$ cat src/rtl/fifo_burst_pkg.sv
// Shared types and constants for the FIFO burst reader.
package fifo_burst_pkg;
  typedef enum logic {IDLE = 1'b0, BURST = 1'b1} state_e;
  localparam int OUT_STAGE_DEPTH = 2;
endpackage

$ cat src/rtl/fifo_burst_reader_out_stage.sv
// burst_out_stage: two-entry registered {last,data} buffer with valid/ready on both sides.
// A beat moves on a side when its valid and ready are both high; data/last hold while valid && !ready.
module burst_out_stage
  import fifo_burst_pkg::*;
#(
  parameter int DATA_WIDTH = 32
) (
  input  logic                  clk,
  input  logic                  rst_n,
  input  logic                  i_valid,
  input  logic [DATA_WIDTH-1:0] i_data,
  input  logic                  i_last,
  output logic                  o_ready,
  output logic                  o_valid,
  output logic [DATA_WIDTH-1:0] o_data,
  output logic                  o_last,
  input  logic                  i_ready
);
  logic [DATA_WIDTH-1:0] r_head_data, r_tail_data;
  logic                  r_head_last, r_tail_last;
  logic [1:0]            r_occ;
  logic                  w_push, w_pop;

  assign o_ready = (r_occ < 2'(OUT_STAGE_DEPTH));
  assign o_valid = (r_occ != 2'd0);
  assign o_data  = r_head_data;
  assign o_last  = r_head_last;
  assign w_push  = i_valid & o_ready;
  assign w_pop   = o_valid & i_ready;

  always_ff @(posedge clk or negedge rst_n) begin
    if (!rst_n) begin
      r_head_data <= '0;
      r_head_last <= 1'b0;
      r_tail_data <= '0;
      r_tail_last <= 1'b0;
      r_occ       <= 2'd0;
    end else begin
      case ({w_push, w_pop})
        2'b10: begin
          if (r_occ == 2'd0) begin
            r_head_data <= i_data;
            r_head_last <= i_last;
          end else begin
            r_tail_data <= i_data;
            r_tail_last <= i_last;
          end
          r_occ <= r_occ + 2'd1;
        end
        2'b01: begin
          if (r_occ == 2'(OUT_STAGE_DEPTH)) begin
            r_head_data <= r_tail_data;
            r_head_last <= r_tail_last;
          end
          r_occ <= r_occ - 2'd1;
        end
        // Push and pop together only happen at occupancy 1: the new word replaces the head.
        2'b11: begin
          r_head_data <= i_data;
          r_head_last <= i_last;
        end
        default: ;
      endcase
    end
  end
endmodule

$ cat src/rtl/fifo_burst_reader.sv
// Read-side burst master for a first-word-fall-through FIFO feeding a valid/ready/last stream.
// Optional partial-burst flush after idle timeout when BURST_TIMEOUT_EN is defined.
module fifo_burst_reader
  import fifo_burst_pkg::*;
#(
  parameter int DATA_WIDTH  = 32,
  parameter int FIFO_DEPTH  = 32,
  parameter int TIMEOUT_CYC = 64,
  localparam int ADDR_WIDTH = $clog2(FIFO_DEPTH)
) (
  input  logic                  clk,
  input  logic                  rst_n,
  input  logic [DATA_WIDTH-1:0] fifo_data_i,
  input  logic                  fifo_empty_i,
  input  logic [ADDR_WIDTH:0]   fifo_cnt_i,
  output logic                  fifo_rd_o,
  input  logic [ADDR_WIDTH:0]   burst_len_i,
  output logic [DATA_WIDTH-1:0] fwd_data_o,
  output logic                  fwd_valid_o,
  output logic                  fwd_last_o,
  input  logic                  fwd_ready_i,
  output logic                  busy_o
);
  localparam logic [ADDR_WIDTH:0] DEPTH_L = FIFO_DEPTH[ADDR_WIDTH:0];

  state_e              r_state;
  logic [ADDR_WIDTH:0] r_rem;
  logic                w_full_start, w_start, w_stage_ready, w_rd, w_last;
  logic [ADDR_WIDTH:0] w_start_len;

  assign w_full_start = (burst_len_i != '0) && (burst_len_i <= DEPTH_L) &&
                        (fifo_cnt_i >= burst_len_i);

`ifdef BURST_TIMEOUT_EN
  localparam int TW = $clog2(TIMEOUT_CYC + 1);
  logic [TW-1:0] r_idle_cnt;
  logic          w_idle_count, w_timeout;

  assign w_idle_count = (r_state == IDLE) && !fifo_empty_i && !w_full_start;
  assign w_timeout    = w_idle_count && (r_idle_cnt == TW'(TIMEOUT_CYC - 1));
  assign w_start      = w_full_start | w_timeout;
  assign w_start_len  = w_full_start ? burst_len_i : fifo_cnt_i;

  always_ff @(posedge clk or negedge rst_n) begin
    if (!rst_n)                          r_idle_cnt <= '0;
    else if (!w_idle_count || w_timeout) r_idle_cnt <= '0;
    else                                 r_idle_cnt <= r_idle_cnt + 1'b1;
  end
`else
  logic w_unused_timeout;
  assign w_unused_timeout = (TIMEOUT_CYC != 0);
  assign w_start          = w_full_start;
  assign w_start_len      = burst_len_i;
`endif

  // Pops stall whenever the output stage is full, which also freezes the beat counter.
  assign w_rd      = (r_state == BURST) && !fifo_empty_i && w_stage_ready;
  assign w_last    = (r_rem == 1);
  assign fifo_rd_o = w_rd;
  assign busy_o    = (r_state != IDLE) || fwd_valid_o;

  always_ff @(posedge clk or negedge rst_n) begin
    if (!rst_n) begin
      r_state <= IDLE;
      r_rem   <= '0;
    end else begin
      case (r_state)
        IDLE: begin
          if (w_start) begin
            r_state <= BURST;
            r_rem   <= w_start_len;
          end
        end
        BURST: begin
          if (w_rd) begin
            r_rem <= r_rem - 1'b1;
            if (w_last) r_state <= IDLE;
          end
        end
        default: r_state <= IDLE;
      endcase
    end
  end

  burst_out_stage #(.DATA_WIDTH(DATA_WIDTH)) u_out_stage (
    .clk     (clk),
    .rst_n   (rst_n),
    .i_valid (w_rd),
    .i_data  (fifo_data_i),
    .i_last  (w_last),
    .o_ready (w_stage_ready),
    .o_valid (fwd_valid_o),
    .o_data  (fwd_data_o),
    .o_last  (fwd_last_o),
    .i_ready (fwd_ready_i)
  );
endmodule
$ cat config.mk
export PLATFORM = sky130hd
export DESIGN_NAME = fifo_burst_reader
export DESIGN_NICKNAME = d
export VERILOG_FILES = /design/src/rtl/fifo_burst_pkg.sv /design/src/rtl/fifo_burst_reader_out_stage.sv /design/src/rtl/fifo_burst_reader.sv
export SDC_FILE = /design/constraint.sdc
export NUM_CORES = 1
export LEC_CHECK = 0
export CAP_MARGIN = 20
export CORE_MARGIN = 2
export CORE_UTILIZATION = 53
export CTS_CLUSTER_DIAMETER = 120
export DETAILED_ROUTE_END_ITERATION = 6
export PLACE_DENSITY_LB_ADDON = 0.05
export SLEW_MARGIN = 10
export SYNTH_ARGS = -nofsm -noshare
export SYNTH_HDL_FRONTEND = slang
export SYNTH_SLANG_ARGS = --single-unit
$ cat constraint.sdc
create_clock -name clk -period 4.8 [get_ports clk]
set_clock_uncertainty 0.05 [all_clocks]
set_input_delay 0.96 -clock clk [delete_from_list [all_inputs] [get_ports clk]]
set_output_delay 0.96 -clock clk [all_outputs]
set_load 0.02 [all_outputs]
## Word-level counts from Yosys, hierarchy flattened

Cells that the tools add are included.

- Word-level logic and storage cells: 54
- Register bits after elaboration: 75
- Input bits: 48
- Output and inout bits: 36

- Bitwise logic cells: 4
- Multiplexer cells: 14
- Add/subtract/negate cells: 3
- Reductions and logical operators: 14
- Order comparisons: 3
- Equality and inequality tests: 9

Operators by type and width:

| operator | count |
|---|---|
| case mux 32 bit (3 select lines) | 1 |
| 2-to-1 mux 32 bit | 2 |
| 2-to-1 mux 6 bit | 2 |
| case mux 6 bit (2 select lines) | 1 |
| == test 2 bit (second input constant) | 3 |
| == test 6 x 1 -> 1 bit (second input constant) | 1 |
| greater-or-equal comparator 6 bit | 1 |
| <= comparator 6 bit (second input constant) | 1 |
| inequality test 2 x 1 -> 1 bit (second input constant) | 3 |
| nonzero test 6 bit | 1 |
| subtractor 6 x 1 -> 6 bit (second input constant) | 1 |
| 2-to-1 mux 1 bit | 5 |
| logical AND 1 bit | 4 |
| case mux 2 bit (2 select lines) | 1 |
| AND reduction 2 bit | 2 |
| nonzero test 2 bit | 2 |
| case mux 1 bit (3 select lines) | 1 |
| AND reduction 3 bit | 1 |
| nonzero test 3 bit | 1 |
| adder 2 x 1 -> 2 bit (second input constant) | 1 |
| bitwise AND 1 bit | 2 |
| == test 2 x 1 -> 1 bit (second input constant) | 1 |
| zero test 2 bit | 1 |
| less-than comparator 2 bit (second input constant) | 1 |
| other kinds (6) | 7 |

## Longest topological paths before layout

Gate-level depths: netlist of the first run.

- Depth after elaboration: 7
- Mapped depth: 12

## By module

Synthesis of the first run repeated with hierarchy kept, for this count alone.

- Cells, all modules: 268
- Area total of the unflattened synthesis: 3666.0 µm²

Modules (own cells, without submodules):

| module | instances | area an instance (µm²) | cells each |
|---|---|---|---|
| burst_out_stage | 1 | 3017.9 | 194 |
| fifo_burst_reader | 1 | 648.1 | 74 |

## Least setup slack after synthesis of the first run

Ideal clock, no wire load.

- Path type: input to register
- From: in fifo_empty_i
- To: reg u_out_stage.r_head_last, in the netlist u_out_stage.o_last
- Required time: 4.667 ns
- Buffers on the path: 3
- Data arrival time: 2.804 ns
- Setup slack: 1.864 ns
- Cell stages on the path: 10
- Path through: or3_1 clkbuf_1 inv_1 ha_1 a21oi_1 o21bai_1 clkbuf_1 clkbuf_1 nand2_1 o21ai_0

- Word-level cells in the longest chain between the ends: 7

Ends and longest elaborated chain:

| what | RTL line | text |
|---|---|---|
| start: declaration | fifo_burst_reader.sv:14 | `input logic fifo_empty_i,` |
| zero test 1 bit * | fifo_burst_reader.sv:57 | `assign w_rd = (r_state == BURST) && !fifo_empty_i && w_stage_ready;` |
| logical AND 1 bit * (2 in a row) | fifo_burst_reader.sv:57 |  |
| via fifo_rd_o | fifo_burst_reader.sv:16 | `output logic fifo_rd_o,` |
| bitwise AND 1 bit * | fifo_burst_reader_out_stage.sv:28 | `assign w_push = i_valid & o_ready;` |
| == test 2 x 1 -> 1 bit / == test 2 bit (equally long branches) | fifo_burst_reader_out_stage.sv:39 | `case ({w_push, w_pop})` |
| inequality test 2 x 1 -> 1 bit (no line) / nonzero test 3 bit (equally long branches) | - |  |
| AND reduction 3 bit (no line) | - |  |
| end signal: assignment | fifo_burst_reader_out_stage.sv:43 | `r_head_last <= i_last;` |
| end signal: assignment | fifo_burst_reader_out_stage.sv:53 | `r_head_last <= r_tail_last;` |
| end signal: assignment | fifo_burst_reader_out_stage.sv:60 | `r_head_last <= i_last;` |
| end: declaration | fifo_burst_reader_out_stage.sv:20 | `logic r_head_last, r_tail_last;` |

The timed path passes the listed nets; every way through them passes the cells marked *.
A chain may end at the register's enable or synchronous reset.

## Final worst setup path of the first run

- From: in fifo_empty_i
- To: out fifo_rd_o

- Word-level cells in the longest chain between the ends: 3

Ends and longest elaborated chain:

| what | RTL line |
|---|---|
| zero test 1 bit | fifo_burst_reader.sv:57 |
| logical AND 1 bit (2 in a row) | fifo_burst_reader.sv:57 |
| end: declaration | fifo_burst_reader.sv:16 |

No other way between the ends.

==> results of run 1 <==
==> placed cells by master (no fill, tap or decap), types with 3 or more instances in the layout <==
cell type        Yosys  final
a21oi_1              4      4
buf_4                0      4
bufinv_16            0      3
clkbuf_8             0      9
clkdlybuf4s50_1      0     82
dfrtp_1             75     75
ha_1                11     10
inv_1               11     11
mux2_2              33     33
mux2i_1             33     33
nand2_1             40     39
nand3_1              4      4
nor2_1               3      3
o21ai_0             38     38
o221a_2              4      4
==> worst paths after layout <==
kind | to | slack [ps] | startpoint
worst max-delay path | fifo_rd_o | 1180 | fifo_empty_i
worst min-delay path | u_out_stage.o_data[31]$_DFFE_PN0P_ | 430 | u_out_stage.o_data[31]$_DFFE_PN0P_
worst max register to register | u_out_stage.o_data[20]$_DFFE_PN0P_ | 1870 | r_state$_DFF_PN0_
worst min register to register | u_out_stage.o_data[31]$_DFFE_PN0P_ | 430 | u_out_stage.o_data[31]$_DFFE_PN0P_
max in group asynchronous | u_out_stage.o_data[22]$_DFFE_PN0P_ | 3380 | rst_n
min in group asynchronous | u_out_stage.o_data[23]$_DFFE_PN0P_ | 690 | rst_n
==> cell families (layout without fill, tap and decap cells) <==
group,Yosys count,in the layout
DFF,75,75
muxes,66,66
and+or+nand+nor,63,63
AOI/OAI and AO/OA,54,54
buffers and inverters,28,113
adders and majority gates,11,11
xor gates and xnor gates,3,3
==> cell type report <==
type	instances	area share, %
clock inverters	6	2.448
multi-input cells	197	32.48
inverters	11	0.8977
clock buffers	10	2.775
repair buffers	86	18.50
flip-flops and latches	75	40.81
well taps	77	2.095
==> registers in the layout, summed over array words and instances, names as in the netlist <==
signal and flops:
r_rem 6, r_state 1, u_out_stage.o_data 32, u_out_stage.o_last 1
u_out_stage.r_occ 2, u_out_stage.r_tail_data 32, u_out_stage.r_tail_last 1
==> where the power goes <==
part | switching, mW | leakage [nW] | internal (mW)
logic | 0.661 | 0.998 | 0.664
registers | 0.182 | 0.914 | 0.948
clock network | 0.238 | 0.121 | 0.347
total | 1.08 | 2.03 | 1.96
==> routing by layer <==
metal	wire, um	track usage, %	part of all wire, %
met5	0	0	0
met3	335	3.638	4.9
met2	3225	30.78	47
met1	3222	28.13	47
met4	113	8.514	1.6
==> through the flow <==
| stage | setup slack (ps) | power (mW) |
|---|---|---|
| after global placement | 1167 | 2.425 |
| after CTS | 1172 | 3.065 |
| final | 1178 | 3.040 |
| after global routing | 1107 | 3.246 |
| after detailed placement | 1168 | 2.476 |
| after floorplan | 1864 | 1.959 |
==> critical path, cell delays in order <==
cell	delay (ps)
clkdlybuf4s50_1	390
or3_1	400
inv_1	220
clkdlybuf4s50_1	640
==> results.md, run 1 <==
* Antenna diodes at 0
* Area leader, netlist: dfrtp_1
* Arrival time worst endpoint at 2610 ps
* Seq/Total Area, Yosys at 54.25%
* Asr flop ratio synth at 100.0%
* Die width at 84.79 um
* Worst-path clk slew at 70 ps
* RSZ-0062 raised after global routing: false
* Total congestion overflow at 0
* Min cycle time layout at 3622 ps
* DR pass1 iterations at 4
* Min-delay worst type: reg2reg
* Setup Total Neg Slack at 0 ps
* Worst Tran Pin Value at 940.7 ps
* CP Class: in2out
* Final WL at 6896 um
* Max-slew headroom at 37.29%
* DIE AREA at 0.007189 mm^2
* Crit end category: output port
* Total number of vias at 2511
* Post-route clock period utilization at 75.46%
* Fmax at 276.1 MHz
* Final hold violation count at 0
* Register bit total from synthesis at 75
* Post-synthesis xor/xnor area fraction at 0.7595%
* Initial antenna violation count at 0
* Top-count cell post-synth: dfrtp_1
* Smallest hold slack at 429.0 ps
* Adder-cell area share of the yosys netlist at 3.978%
* Leak Pwr at 2.033 nW
* Dpl hpwl at 4630 um
* Top cell type's share of synthesized area at 54.25%
* First-pass GRT wire length at 11370 um
* TritonCTS clock tree: done
* EDFF count, synth at 0
* Final core utilization at 72.85%
* Iteration-0 DRC Markers at 132
* PostCTS Resize Cnt at 0
* RePlAce Congestion at 0.8481
* Synth Instances at 300
* Nets at 439
* Area contributors post-synth: dfrtp_1 54%, mux2_2 11%, mux2i_1 9.5%, o21ai_0 5.5%, nand2_1 4.3%
* Post-Synthesis Cell Area at 0.003460 mm^2
* Share of cells above drive strength 1 at 16.10%
* Sink Count at 75
* CP Max Fanout at 7
* Placed cell area at 0.004359 mm^2
* Number of synthesis warnings at 0
* DR vias/cell at 5.435
* Finished Layout Cells at 462
* Num CTS Buffers at 9
* Cts hold-fix bufs at 0
* Port buffer count at 83
* CTS Buffer Depth at 2
* Top FF cell, synth: dfrtp_1
* Compound-cell area share of the yosys netlist at 9.186%
* Drt drc at 0
* Max H-tree Level at 3
* Fin. max-slew vios at 0
* Peak VDD IR at 391.6 uV
* Post-synthesis cell type count at 33
* Largest net degree at the start of global routing at 76
* Startpoint Class: input pin
* Fin area at 0.004599 mm^2
* Syn avg cell area at 11.53 um^2
* Die Y at 84.79 um
* Mux share of post-synthesis cell area at 20.29%
* GRT Overall Usage at 20.02%
* Reg2reg path depth at 9
* Inst Count DP at 446
* Io pins at 84
* Row count at 29
* Placeable Area at 0.006314 mm^2
* Register area at 0.001877 mm^2
* Fillers at 470
* Critical Path RT at 3790 ps
* Pwr/cell area at 660.9 mW/mm^2
* Status: completed
* ANT nets after route at 0
* Syn-to-layout area delta at 32.95%
* Setup bufs post-CTS at 0
* Vias in the first global route at 2469
* Largest family of logic cells by synthesized area: multiplexers
* Final setup violation count at 0
* Avg WL per Cell at 14.93 um
* Worst Hold Depth at 2
* Multi-input logic area at 0.001494 mm^2
* Synth top cells by count: 75 x dfrtp_1, 40 x nand2_1, 38 x o21ai_0
* Clk Latency, worst-skew pair at 350 ps
* Mapped Nets at 359
* CTS root buffer: clkbuf_8
* Synth Area in Simple Gates at 8.499%
* Initial Util at 54.80%
* # Max-Cap Violations at 0
(Power assumes the default switching activity.)
==> run 2: changes to the inputs <==
--- a/config.mk
+++ b/config.mk
@@ -7,7 +7,7 @@
 export LEC_CHECK = 0
 export CAP_MARGIN = 20
 export CORE_MARGIN = 2
-export CORE_UTILIZATION = 53
+export CORE_UTILIZATION = 45
 export CTS_CLUSTER_DIAMETER = 120
 export DETAILED_ROUTE_END_ITERATION = 6
 export PLACE_DENSITY_LB_ADDON = 0.05
==> constraint.sdc (replaced) <==
create_clock -name clk -period 3.3 [get_ports clk]
set_clock_uncertainty 0.05 [all_clocks]
set_input_delay 0.66 -clock clk [delete_from_list [all_inputs] [get_ports clk]]
set_output_delay 0.66 -clock clk [all_outputs]
set_load 0.02 [all_outputs]
==> results.md, run 2 (synthesized netlist as in run 1, its figures left out) <==
* Row count at 31 (was 29)
* Fmax at 339.4 MHz
* Critical R2R Launch: r_state$_DFF_PN0_ (unchanged)
* ANT nets after route at 0 (unchanged)
* Power after layout at 4.375 mW (was 3.040 mW)
* RSZ-0062 raised after global routing: false (unchanged)
* Status: completed (unchanged)
* Final setup violation count at 0 (unchanged)
* CP Buf/Inv Count at 3 (unchanged)
* Crit Reg-Reg Endpoint: u_out_stage.o_data[17]$_DFFE_PN0P_ (was u_out_stage.o_data[20]$_DFFE_PN0P_)
* Antenna diodes at 0 (unchanged)
* CP Class: reg2out (was in2out)
* Iteration-0 DRC Markers at 71 (was 132)
* Register area at 0.001877 mm^2 (unchanged)
* Cts hold-fix bufs at 0 (unchanged)
* Min cycle time layout at 2946 ps
* Post-route worst setup slack at 353.8 ps (was 1178 ps)
* Max-slew headroom at 38.38% (was 37.29%)
* Min-delay worst type: in2async (was reg2reg)
* First-pass GRT wire length at 11820 um (was 11370 um)
* Fillers at 625 (was 470)
* GRT Overall Usage at 17.71% (was 20.02%)
* Worst slack, placed at 357.4 ps (was 1168 ps)
* Worst-path clk slew at 70 ps (about the same)
* Final hold violation count at 0 (unchanged)
* Initial Util at 47.19% (was 54.80%)
* Reg2reg path depth at 9 (unchanged)
* # Max-Cap Violations at 0 (unchanged)
* CP Depth at 4 (unchanged)
* Arrival time worst endpoint at 2240 ps (was 2610 ps)
* Placed cell area at 0.004439 mm^2 (was 0.004359 mm^2)
* Avg WL per Cell at 13.95 um (was 14.93 um)
* Die Y at 91.68 um (was 84.79 um)
* Setup Total Neg Slack at 0 ps (unchanged)
* Vias in the first global route at 2472 (was 2469)
* Worst-path cell chain: inv_1, or3_1, inv_1, clkdlybuf4s50_1 (was clkdlybuf4s50_1, or3_1, inv_1, clkdlybuf4s50_1)
* Initial antenna violation count at 0 (unchanged)
* Die width at 91.68 um (was 84.79 um)
* Worst R2R Setup Slack at 840 ps (was 1870 ps)
* Largest net degree at the start of global routing at 76 (unchanged)
* CP Max Fanout at 11 (was 7)
* DR vias/cell at 5.056 (was 5.435)
* Critical Path RT at 2590 ps (was 3790 ps)
* PostCTS Resize Cnt at 0 (unchanged)
* Top delay family on crit path: buffers and inverters (unchanged)
* Crit-path max cell delay at 650 ps (was 640 ps)
* Max H-tree Level at 3 (unchanged)
* Startpoint Class: flip-flop (was input pin)
* Pwr/cell area at 940.5 mW/mm^2 (was 660.9 mW/mm^2)
* Smallest hold slack at 401.5 ps (was 429.0 ps)
* RePlAce Congestion at 0.7707 (was 0.8481)
* Multi-input logic area at 0.001494 mm^2 (unchanged)
* Post-route clock period utilization at 89.28%
* Worst Tran Pin Value at 924.3 ps (was 940.7 ps)
* Commonest non-fill, non-tap cell in the layout: clkdlybuf4s50_1 (unchanged)
* Sink Count at 75 (unchanged)
* Nets at 441 (was 439)
* CTS root buffer: clkbuf_8 (unchanged)
* Setup bufs post-CTS at 0 (unchanged)
* CTS Buffer Depth at 2 (unchanged)
* Total number of vias at 2452 (was 2511)
* TritonCTS clock tree: done (unchanged)
* Num CTS Buffers at 9 (unchanged)
* Drt drc at 0 (unchanged)
* Final WL at 6768 um (was 6896 um)
* DIE AREA at 0.008405 mm^2 (was 0.007189 mm^2)
* DR pass1 iterations at 4 (unchanged)
* Syn-to-layout area delta at 34.47% (was 32.95%)
* Crit end category: output port (unchanged)
* Most frequent cells in the layout: 82 x clkdlybuf4s50_1, 75 x dfrtp_1, 39 x nand2_1 (unchanged)
* Leak Pwr at 2.039 nW (was 2.033 nW)
* Peak VDD IR at 460.8 uV (was 391.6 uV)
* Most common cell on crit path: inv_1 (was clkdlybuf4s50_1)
* Share of cells above drive strength 1 at 16.58% (was 16.10%)
* Total congestion overflow at 0 (unchanged)
* Critical Path Slowest Stage Cell: clkdlybuf4s50_1 (unchanged)
* Fin. max-slew vios at 0 (unchanged)
* Clk Latency, worst-skew pair at 340 ps (was 350 ps)
* Port buffer count at 83 (unchanged)
* Io pins at 84 (unchanged)
* Placeable Area at 0.007331 mm^2 (was 0.006314 mm^2)
* Fin area at 0.004652 mm^2 (was 0.004599 mm^2)
* Dpl hpwl at 4591 um (was 4630 um)
## run 2: power by group
group	internal, mW	total, mW	switching, mW
sequential	1.38	1.63	0.251
clock	0.423	0.761	0.338
combinational	1.02	1.98	0.967
total	2.82	4.38	1.56
## run 2: worst max path at each step
stage / to / from
global placement: r_rem[1]$_DFFE_PN0P_ / burst_len_i[4]
global route: fifo_rd_o / r_state$_DFF_PN0_
floorplan: u_out_stage.o_last$_DFFE_PN0P_ / fifo_empty_i
detailed placement: r_rem[1]$_DFFE_PN0P_ / burst_len_i[4]
CTS: fifo_rd_o / r_state$_DFF_PN0_
finish: fifo_rd_o / r_state$_DFF_PN0_
## run 2: routing by layer
layer	track usage (%)	vias up	part of all wire, %
met3	5.012	5	4.9
li1	-	1218	-
met1	23.92	1171	48
met4	5.682	0	0.75
met2	27.70	58	46
met5	0	-	0
## run 2: area by class of cell
type	instances	area share, %
well taps	99	2.663
inverters	11	0.8876
repair buffers	88	19.42
multi-input cells	197	32.11
flip-flops and latches	75	40.34
clock inverters	6	1.910
clock buffers	9	2.663
## run 2: stage by stage
step / cells / util (%)
after floorplan: 300 / -
after global placement: 470 / 60.56
after detailed placement: 470 / 60.56
after CTS: 485 / 63.46
after global routing: 485 / 63.46
final: 485 / 63.46
==> run 3: changes to the inputs <==
--- a/config.mk
+++ b/config.mk
@@ -11,7 +11,6 @@
 export CTS_CLUSTER_DIAMETER = 120
 export DETAILED_ROUTE_END_ITERATION = 6
 export PLACE_DENSITY_LB_ADDON = 0.05
-export SLEW_MARGIN = 10
 export SYNTH_ARGS = -nofsm -noshare
 export SYNTH_HDL_FRONTEND = slang
 export SYNTH_SLANG_ARGS = --single-unit
==> results of run 3 <==
Same layout as run 2: the final DEF is identical, and so are final timing and power.
